`config.mk`:
```
export PLATFORM = sky130hd
export DESIGN_NAME = serial_sum_decoder
export DESIGN_NICKNAME = d
export VERILOG_FILES = /design/src/rtl/serial_sum_decoder.sv
export SDC_FILE = /design/constraint.sdc
export NUM_CORES = 1
export LEC_CHECK = 0
export CORE_ASPECT_RATIO = 1.5
export CORE_MARGIN = 2
export CORE_UTILIZATION = 51
export CTS_BUF_LIST = sky130_fd_sc_hd__clkbuf_16
export DETAILED_ROUTE_END_ITERATION = 16
export PLACE_DENSITY = 0.78
export SKIP_CTS_REPAIR_TIMING = 1
export SLEW_MARGIN = 20
export SYNTH_ARGS = -nofsm -noshare
export SYNTH_HDL_FRONTEND = slang
export SYNTH_SLANG_ARGS = --single-unit
```
`constraint.sdc`:
```
create_clock -name IN_clk -period 2.55 [get_ports IN_clk]
set_input_delay 0.3825 -clock IN_clk [delete_from_list [all_inputs] [get_ports IN_clk]]
set_output_delay 0.3825 -clock IN_clk [all_outputs]
set_load 0.01 [all_outputs]
```
`src/rtl/serial_sum_decoder.sv`:
```
// Bit-serial inverse of the constant-offset adder: a = sum - b - K (mod 2^WIDTH), one DIGIT_W digit per clock.
// Optional feature macro: SERIAL_SUM_DECODER_CONST_EN (defined: subtract K; undefined: a = sum - b).
module serial_sum_decoder #(
  parameter int unsigned WIDTH   = 64,
  parameter int unsigned DIGIT_W = 8,
  parameter logic [63:0] K       = 64'hDEADBEEFDEADC6BF
) (
  input  logic             IN_clk,
  input  logic             IN_rst,
  input  logic             IN_valid,
  output logic             OUT_ready,
  input  logic [WIDTH-1:0] IN_sum,
  input  logic [WIDTH-1:0] IN_b,
  output logic             OUT_valid,
  input  logic             IN_ready,
  output logic [WIDTH-1:0] OUT_a,
  output logic             OUT_borrow
);

  localparam int unsigned N     = WIDTH / DIGIT_W;
  localparam int unsigned CNT_W = (N > 1) ? $clog2(N) : 1;
`ifdef SERIAL_SUM_DECODER_CONST_EN
  localparam int unsigned BW = 2;
`else
  localparam int unsigned BW = 1;
`endif
  localparam int unsigned DW = DIGIT_W + BW;

  typedef enum logic [1:0] {IDLE, RUN, DONE} state_t;

  state_t             state, state_next;
  logic [WIDTH-1:0]   sum_sr, b_sr, res_sr, res_next, a_q;
`ifdef SERIAL_SUM_DECODER_CONST_EN
  logic [WIDTH-1:0]   k_sr;
`endif
  logic [CNT_W-1:0]   cnt;
  logic [BW-1:0]      borrow, borrow_next;
  logic [DW-1:0]      d;
  logic [DIGIT_W-1:0] dig;
  logic               borrow_q;
  logic               accept, last_dig;

  assign accept   = (state == IDLE) && IN_valid;
  assign last_dig = (state == RUN) && (cnt == CNT_W'(N - 1));

  // The digit difference wraps modulo 2^DW; its top BW bits are the signed
  // floor quotient (0, -1 or -2), so negating them yields the borrow.
  always_comb begin
    d = DW'(sum_sr[DIGIT_W-1:0]) - DW'(b_sr[DIGIT_W-1:0]) - DW'(borrow);
`ifdef SERIAL_SUM_DECODER_CONST_EN
    d = d - DW'(k_sr[DIGIT_W-1:0]);
`endif
    dig         = d[DIGIT_W-1:0];
    borrow_next = ~d[DW-1:DIGIT_W] + BW'(1);
    res_next    = (res_sr >> DIGIT_W) | (WIDTH'(dig) << (WIDTH - DIGIT_W));
  end

  always_ff @(posedge IN_clk) begin
    if (IN_rst) state <= IDLE;
    else        state <= state_next;
  end

  always_comb begin
    state_next = state;
    case (state)
      IDLE:    if (IN_valid) state_next = RUN;
      RUN:     if (last_dig) state_next = DONE;
      DONE:    if (IN_ready) state_next = IDLE;
      default: state_next = IDLE;
    endcase
  end

  always_comb begin
    OUT_ready = (state == IDLE);
    OUT_valid = (state == DONE);
  end

  always_ff @(posedge IN_clk) begin
    if (IN_rst) begin
      sum_sr   <= '0;
      b_sr     <= '0;
`ifdef SERIAL_SUM_DECODER_CONST_EN
      k_sr     <= '0;
`endif
      res_sr   <= '0;
      cnt      <= '0;
      borrow   <= '0;
      a_q      <= '0;
      borrow_q <= 1'b0;
    end else if (accept) begin
      sum_sr <= IN_sum;
      b_sr   <= IN_b;
`ifdef SERIAL_SUM_DECODER_CONST_EN
      k_sr   <= WIDTH'(K);
`endif
      cnt    <= '0;
      borrow <= '0;
    end else if (state == RUN) begin
      sum_sr <= sum_sr >> DIGIT_W;
      b_sr   <= b_sr >> DIGIT_W;
`ifdef SERIAL_SUM_DECODER_CONST_EN
      k_sr   <= k_sr >> DIGIT_W;
`endif
      res_sr <= res_next;
      borrow <= borrow_next;
      cnt    <= cnt + CNT_W'(1);
      // Result registers only change on the final digit so they hold outside DONE.
      if (last_dig) begin
        a_q      <= res_next;
        borrow_q <= |borrow_next;
      end
    end
  end

  assign OUT_a      = a_q;
  assign OUT_borrow = borrow_q;

endmodule
```
== Yosys cells after proc, flatten, opt, wreduce, memory -nomap -nowiden ==
Cells that the tools add are included.
Word-level totals
  bits in registers: 263
  output and inout bits: 67
Operators by class
  add/subtract/negate cells: 4
  equality and inequality tests: 6
  multiplexer cells: 8
  bitwise operators: 3
  reduce and logical (&&, ||, !) cells: 8
Operators with widths (number)
  $mux 64: 4
  $or 56x64->64: 1
  $sub 8x8->9: 1
  $sub 9x1->9: 1
  $mux 2: 3
  $pmux 2 s3: 1
  $reduce_and 3->1: 2
  $ne 2x2->1 const B: 2
  $add 3x1->3 const B: 1
  $eq 3x3->1 const B: 1
  $eq 2x1->1 const B: 1
  $eq 2x2->1 const B: 1
  $logic_and 1x1->1: 2
  $logic_not 2->1: 1
  $ne 2x1->1 const B: 1
  $not 1->1: 2
  $reduce_and 2->1: 1
  $reduce_bool 2->1: 1
  $reduce_or 2->1: 1
  $add 1x1->1 const B: 1

== Longest topological paths before layout ==
Gate-level depths: netlist (run 1).
  depth after elaboration: 4
  gate-level depth with buffers: 9

== Worst setup path before layout (run 1) ==
Ideal clock, no wire load.
  path type: flip-flop to flip-flop
  start: reg b_sr[0]
  end: reg borrow
  library setup time: 103 ps
  arrival time: 1944 ps
  required time: 2447 ps
  path slack: 503 ps
  stages on the path, launching flop included: 10
  buffers on the path: 0
  clock period less this slack: 2047 ps
  path through: dfxtp_1 inv_1 fa_1 inv_1 fa_1 and3b_1 o211ai_1 o211ai_2 xnor2_1 a2111oi_2
Between the ends
  word-level cells in the longest chain between the ends: 4
Ends and longest elaborated chain
  from (decl): RTL line 32  | logic [WIDTH-1:0] sum_sr, b_sr, res_sr, res_next, a_q;
  from (signal assigned): RTL line 92  | b_sr <= IN_b;
  from (signal assigned): RTL line 100  | b_sr <= b_sr >> DIGIT_W;
  $sub 8x8->9: RTL line 49  | d = DW'(sum_sr[DIGIT_W-1:0]) - DW'(b_sr[DIGIT_W-1:0]) - DW'(borrow);
  $sub 9x1->9: RTL line 49
  $not 1->1: RTL line 54  | borrow_next = ~d[DW-1:DIGIT_W] + BW'(1);
  $add 1x1->1: RTL line 54
  to (signal assigned): RTL line 105  | borrow <= borrow_next;
  to (decl): RTL line 37  | logic [BW-1:0] borrow, borrow_next;
Every way passes these cells.
A chain may end at the register's enable or synchronous reset.

== Final worst setup path (run 1) ==
Ends and elaborated chain as after synthesis.

==> impl_metrics.toml, run 1 <==
[die]
dieArea_sq_um = 20500
rows = 62
coreArea_sq_um = 19100
die_h_um = 174
fp.dieW_um = 118
start_util_pct = 51.8
boundaryPins = 199

[worst_setup_path]
crit_required_ns = 2.96
arrival_ns = 2.66
path_max_fanout = 3
path_class = "reg -> reg"
critPathCaptureType = "flop"
critical_path.startpoint_type = "flop"
r2r_slack_ns = 0.30

[finish]
layout-drive-gt1-share_pct = 4.37
fin_nets = 1484
final_common_cell = "nand2_1"
final_cell_mix = "nand2_1, dfxtp_1, a21oi_1, clkdlybuf4s50_1, a22oi_1"
area_growth_syn_to_layout_pct = 28.2

[grt]
antenna_found_initial = 1
grt_pass1_wl_mm = 40.1
overflow = 0
grt_pass1_vias = 8322
grt_max_degree = 134
grt_use_total_pct = 23.5

[synthesis]
seq_area_frac_synth_pct = 51.7
synthCells = 1191
synth_top_area_share_pct = 51.7
syn_area_sq_um = 9880
synth_edf_count = 0
synth.distinct_cells = 34
synth_largest_area_cell = "dfxtp_1"
yosys_warnings = 0
syn_nets = 1341
synth.area.top_cells = "dfxtp_1, nand2_1, a21oi_1"
synth_area_per_cell_sq_um = 8.29
ys.flop_type = "dfxtp_1"
synth-seq-cells = 255
async_flop_share_pct = 0

[cts]
clock_sinks = 255
cts_inserted_buffers = 25
cts.reportedPaths.clkPinSlew_ns = 0.06
cts_tree = "built"
clock_tree.root_cell = "clkbuf_16"
htreeDepth = 1
cts_max_path_buffers = 3
clk_latency_ns = 0.52

[routing]
viasPerCell = 5.39
routedWlPerCell_um = 15.5
route.detailed.drc = 0
antenna_left = 0
wl_mm = 24.9
drt_iter0_drc = 737
firstDrtPassIters = 5
via_count = 8664

[pwr]
p_total_uw = 8800
peakVddDrop_uv = 450
power_leakage_uw = 0.00439
p_per_area_nw_per_um2 = 695

[timing]
period_minus_slack_ns = 2.25
slew_headroom_pct = 56.9
hold_violations = 0
fin_crit_sh_pct = 88.3
worst_pin_slew_ns = 0.647
setup_violations = 0
finalClockSkew_ns = 0.0182
drv_slew = 0
max_freq_mhz = 444
rsz0062_at_grt = "false"
setup_tns_ns = 0

[status]
status = "complete, no violations"

[placement]
place_congestion = 0.834
hpwl_mm = 16.4
io_buffers = 198

[hold_path]
hold_class = "in -> reg"

[run]
drv_cap = 0
[worst paths after layout]
check / from / end / cells past startpoint
max: b_sr[0] / borrow / 9
min: IN_b[58] / b_sr[58] / 3
max reg2reg: b_sr[0] / borrow / 9
min reg2reg: OUT_a[40] / OUT_a[40] / 2
[sequential cells by signal, indices dropped and copies added, names as in the netlist]
signal      flops
b_sr           64
state           2
sum_sr         64
res_sr         56
OUT_a          64
OUT_borrow      1
cnt             3
borrow          1
[cell usage after synthesis, drive strengths merged, types with 3 or more instances]
| cell | instances |
|---|---|
| nand3b | 4 |
| nor3 | 3 |
| a211oi | 5 |
| nor2b | 3 |
| a22oi | 112 |
| o21ai | 4 |
| o211ai | 5 |
| inv | 23 |
| buf | 54 |
| a21oi | 247 |
| clkbuf | 45 |
| nand3 | 19 |
| nor2 | 14 |
| ha | 16 |
| nand2 | 359 |
| xnor2 | 6 |
| dfxtp | 255 |
[per-layer routing]
| layer | share of wire (%) | track usage, % |
|---|---|---|
| met4 | 3.9 | 9.99 |
| met1 | 37 | 26.3 |
| met2 | 53 | 43.0 |
| met3 | 6.0 | 4.56 |
| met5 | 0 | 0 |
[where the power goes]
| part | total [uW] | switching, uW | internal (uW) |
|---|---|---|---|
| Sequential | 4250 | 95.9 | 4150 |
| Combinational | 1050 | 589 | 464 |
| Clock | 3500 | 1520 | 1980 |
| Total | 8800 | 2200 | 6600 |
[critical path, cell delays in order, from the launching register on]
cell       delay [ns]
dfxtp_1          0.31
inv_1            0.07
fa_1             0.20
inv_1            0.06
fa_1             0.42
and3b_1          0.22
o211ai_1         0.19
o211ai_2         0.12
xnor2_1          0.18
a2111oi_2        0.38
[kinds of logic after synthesis]
family / synth area share, %
simple gates: 16.6
compound gates: 22.3
flops: 51.7
buf+inv: 6.16
fa+ha+maj: 2.43
xor+xnor: 0.621
mux: 0.203
[area by class of cell]
class	count	area, sq um
inverter	23	86.3
timing repair buffer	215	2200
clock inverter	19	139
fill	1643	6420
sequential	255	5100
tap	256	320
multi-input combinational	814	4180
clock buffer	25	626
antenna	1	2.50
[through the flow]
stage	hold slack [ns]	utilization, %	worst slack [ns]	std cells	area, sq um
2_1_floorplan	0.432	-	0.503	1191	9880
3_3_place_gp	0.440	62.3	0.415	1563	11900
3_5_place_dp	0.446	62.3	0.358	1563	11900
4_1_cts	0.394	66.3	0.280	1607	12700
5_1_grt	0.432	66.3	0.183	1608	12700
6_report	0.406	66.3	0.299	1608	12700
Power figures use the tool's default switching activity.
==> run 2: changes to the inputs <==
--- a/config.mk
+++ b/config.mk
@@ -10,8 +10,7 @@
 export CORE_UTILIZATION = 51
 export CTS_BUF_LIST = sky130_fd_sc_hd__clkbuf_16
 export DETAILED_ROUTE_END_ITERATION = 16
-export PLACE_DENSITY = 0.78
-export SKIP_CTS_REPAIR_TIMING = 1
+export PLACE_DENSITY_LB_ADDON = 0.15
 export SLEW_MARGIN = 20
 export SYNTH_ARGS = -nofsm -noshare
 export SYNTH_HDL_FRONTEND = slang
==> run 2 against run 1 <==
Net effect: non-clock buffer count down 1; sequential power about the same; clock power down 6.9%; core utilization down 0.26 points; hold slack worse by 0.052 ns; clock skew down 0.010 ns; combinational power about the same; cell count down 0.19%; critical path depth unchanged; cell area down 0.39%; total power down 2.6%.
==> impl_metrics.toml, run 2 (synthesis results as in run 1) <==
[worst_setup_path]
crit_required_ns = 2.97
critPathCaptureType = "flop"
r2r_slack_ns = 0.35
path_class = "reg -> reg"
path_max_fanout = 3
arrival_ns = 2.62
crit_slowest_cell = "fa_1"
max_stage_delay_ns = 0.41
critical_path.startpoint_type = "flop"
worstPathCellList = "inv_1 > fa_1 > inv_1 > fa_1 > and3b_1 > o211ai_1 > o211ai_2 > xnor2_1 > a2111oi_2"

[pwr]
p_per_area_nw_per_um2 = 679
power_leakage_uw = 0.00437
peakVddDrop_uv = 540

[routing]
via_count = 8608
drt_iter0_drc = 825
wl_mm = 24.6
viasPerCell = 5.36
route.detailed.drc = 0
antenna_left = 0
firstDrtPassIters = 5
routedWlPerCell_um = 15.3

[finish]
final_common_cell = "nand2_1"
final_cell_mix = "nand2_1, dfxtp_1, a21oi_1, clkdlybuf4s50_1, a22oi_1"
postLayoutCellArea_sq_um = 12600
n_fill_cell = 1726
area_growth_syn_to_layout_pct = 27.7
layout-drive-gt1-share_pct = 4.52
fin_nets = 1482
num_antenna_cells = 0

[cts]
htreeDepth = 1
clk_latency_ns = 0.52
cts_inserted_buffers = 24
postCtsSetupRepairBufs = 0
cts_tree = "built"
cts_resized = 0
cts_max_path_buffers = 3
clock_tree.root_cell = "clkbuf_16"
cts.reportedPaths.clkPinSlew_ns = 0.06
cts_hold_buf = 0
clock_sinks = 255

[placement]
place_congestion = 0.797
dpl_cell_area_sq_um = 11900
io_buffers = 198
dpl_worst_slack_ns = 0.369
hpwl_mm = 16.6

[grt]
grt_use_total_pct = 23.1
grt_max_degree = 90
grt_pass1_wl_mm = 39.7
overflow = 0
antenna_found_initial = 0
grt_pass1_vias = 8090

[die]
start_util_pct = 51.8
dieArea_sq_um = 20500
rows = 62
die_h_um = 174
boundaryPins = 199
coreArea_sq_um = 19100
fp.dieW_um = 118

[timing]
hold_violations = 0
setup_tns_ns = 0
slew_headroom_pct = 56.8
setup_violations = 0
worst_slack_ns = 0.347
holdWs_ns = 0.354
worst_pin_slew_ns = 0.648
period_minus_slack_ns = 2.20
fin_crit_sh_pct = 86.4
drv_slew = 0
finalClockSkew_ns = 0.00827
rsz0062_at_grt = "false"
max_freq_mhz = 454

[status]
status = "complete, no violations"

[hold_path]
hold_class = "in -> reg"

[run]
drv_cap = 0
[run 2: cell types whose count changed in the layout (fill, tap and decap cells not counted)]
cell,delta
bufinv_16,-2
clkinv_4,+1
clkinv_1,-3
buf_12,+1
buf_4,-2
inv_8,-1
clkinv_2,+5
inv_1,-1
diode_2,-1
[run 2: final cells by class]
type	count	area, sq um	area share [%]
clock buffer	25	626	4.96
clock inverter	18	86.3	0.685
inverter	23	86.3	0.685
multi-input combinational	814	4180	33.2
sequential	255	5100	40.5
tap	256	320	2.54
timing repair buffer	214	2210	17.5
[run 2: worst max-delay path: cells and delay by family (launching register included)]
kind / cells / cell delay, ns
AO/OA/AOI/OAI: 3 / 0.67
XOR/XNOR: 1 / 0.17
adder cells (fa/ha/maj): 2 / 0.61
buffers and inverters: 2 / 0.13
flip-flops: 1 / 0.31
AND/OR/NAND/NOR: 1 / 0.21
[run 2: metrics by stage]
step	utilization, %	cells	total power, uW
2_1_floorplan	-	1191	5000
3_3_place_gp	62.3	1562	5370
3_5_place_dp	62.3	1562	5390
4_1_cts	66.1	1605	8640
5_1_grt	66.1	1605	8920
6_report	66.1	1605	8570
[run 2: routing by layer]
metal	vias to the layer above	wire [um]	global-route usage (%)
met1	4025	9200	25.0
met4	0	515	6.33
li1	4341	-	-
met5	-	0	0
met2	204	13500	44.9
met3	38	1370	4.82
[run 2: path summary, 6_finish.rpt]
path / start / end / cells past startpoint
max: b_sr[0] / borrow / 9
min: IN_rst / OUT_a[52] / 2
max reg2reg: b_sr[0] / borrow / 9
min reg2reg: OUT_a[63] / OUT_a[63] / 2
[run 2: power by group]
group | internal, uW | switching (uW)
sequential | 4150 | 101
clock | 1770 | 1490
combinational | 466 | 585
total | 6390 | 2180
==> run 3: changes to the inputs <==
==> constraint.sdc (replaced) <==
create_clock -name IN_clk -period 2.55 [get_ports IN_clk]
set_input_delay 0.51 -clock IN_clk [delete_from_list [all_inputs] [get_ports IN_clk]]
set_output_delay 0.51 -clock IN_clk [all_outputs]
set_load 0.01 [all_outputs]
==> run 3 against run 2 <==
Net effect: routed wire length is 2.2% higher; hold slack better by 0.098 ns; via count is essentially flat; setup slack worse by 0.048 ns; clock-buffer cell count down 2; first-iteration DRC count is 15% lower; critical path type is now reg -> out; clock power up 8.6%; largest power group unchanged; sequential share of layout area fell by 0.056 points.
==> impl_metrics.toml, run 3 (synthesis results as in run 1) <==
[cts]
clock_sinks = 255
cts_hold_buf = 0
cts_max_path_buffers = 3
clock_tree.root_cell = "clkbuf_16"
cts_inserted_buffers = 23
cts.reportedPaths.clkPinSlew_ns = 0.06
cts_tree = "built"
cts_resized = 0
clk_latency_ns = 0.52
postCtsSetupRepairBufs = 0
htreeDepth = 1

[grt]
grt_use_total_pct = 23.5
grt_max_degree = 113
overflow = 0
grt_pass1_wl_mm = 40.0
antenna_found_initial = 0
grt_pass1_vias = 8162

[placement]
hpwl_mm = 16.5
io_buffers = 198
place_congestion = 0.770
dpl_worst_slack_ns = 0.368

[timing]
finalClockSkew_ns = 0.0168
period_minus_slack_ns = 2.25
drv_slew = 0
worst_slack_ns = 0.299
hold_violations = 0
setup_violations = 0
worst_pin_slew_ns = 0.928
rsz0062_at_grt = "false"
setup_tns_ns = 0
fin_crit_sh_pct = 88.3
slew_headroom_pct = 38.1
max_freq_mhz = 444

[finish]
fin_nets = 1479
area_growth_syn_to_layout_pct = 27.8
num_antenna_cells = 0
final_common_cell = "nand2_1"
final_cell_mix = "nand2_1, dfxtp_1, a21oi_1, clkdlybuf4s50_1, a22oi_1"
utilization_pct = 66.2
layout-drive-gt1-share_pct = 4.38

[routing]
via_count = 8605
routedWlPerCell_um = 15.7
wl_mm = 25.1
firstDrtPassIters = 6
antenna_left = 0
route.detailed.drc = 0
drt_iter0_drc = 699
viasPerCell = 5.37

[hold_path]
hold_path_end = "OUT_a[39]"
hold_class = "reg -> reg"
worstHoldStart = "OUT_a[39]"
min_path_cells = 2

[worst_setup_path]
arrival_ns = 1.74
r2r_start = "b_sr[0]"
worst_r2r_path_depth = 9
regToRegEndpoint = "borrow"
max_stage_delay_ns = 0.57
r2r_slack_ns = 0.33
crit_slowest_cell = "clkdlybuf4s50_1"
worstPathCellList = "nor2b_1 > clkdlybuf4s50_1"
critPathCaptureType = "output pin"
crit_required_ns = 2.04
path_class = "reg -> out"
path_max_fanout = 4
critical_path.startpoint_type = "flop"

[pwr]
p_per_area_nw_per_um2 = 700
peakVddDrop_uv = 600
power_leakage_uw = 0.00438

[status]
status = "complete, no violations"

[die]
fp.dieW_um = 118
dieArea_sq_um = 20500
die_h_um = 174
coreArea_sq_um = 19100
start_util_pct = 51.8
rows = 62
boundaryPins = 199

[run]
drv_cap = 0
==> run 3: cell types whose count changed in the layout (fill, tap and decap cells not counted) <==
cell	change
buf_12	-2
bufinv_16	+4
clkbuf_16	-2
clkinv_1	-1
clkinv_2	-2
clkinv_4	-1
clkinvlp_4	-1
inv_6	+2
==> run 3: worst max path at each step <==
stage	start	to	slack, ns	cells past startpoint
floorplan	b_sr[0]	borrow	0.50	9
global placement	b_sr[0]	borrow	0.44	9
detailed placement	b_sr[0]	borrow	0.37	9
CTS	state[1]	OUT_valid	0.25	2
global route	b_sr[0]	OUT_borrow	0.19	9
finish	state[1]	OUT_valid	0.30	2
==> run 3: worst max-delay path, delay by kind of cell (launching register included) <==
family,cells,cell delay (ns)
buffers and inverters,1,0.57
DFF,1,0.41
and+or+nand+nor,1,0.24
==> run 3: routing by layer <==
metal	track usage (%)	wire length [um]	share of wire [%]
met1	25.9	9430	38
met5	0	0	0
met4	8.03	698	2.8
met2	44.6	13600	54
met3	4.53	1420	5.7
==> run 3: report_power, final <==
group | internal (uW) | switching, uW | total, uW
combinational | 461 | 584 | 1040
sequential | 4150 | 103 | 4250
clock | 2060 | 1480 | 3540
==> run 3: layout make-up <==
cell class                 instances  area (sq um)
clock buffer                      23           576
clock inverter                    19           194
fill                            1655          6460
inverter                          23          86.3
multi-input combinational        814          4180
sequential                       255          5100
tap                              256           320
timing repair buffer             212          2170
==> run 3: per-stage QoR <==
stage | power (uW) | cell area (sq um) | hold WS, ns | std cells
CTS | 8910 | 12600 | 0.455 | 1602
global placement | 5360 | 11900 | 0.442 | 1560
finish | 8840 | 12600 | 0.451 | 1602
detailed placement | 5390 | 11900 | 0.446 | 1560
floorplan | 5000 | 9880 | 0.432 | 1191
global route | 9190 | 12600 | 0.469 | 1602
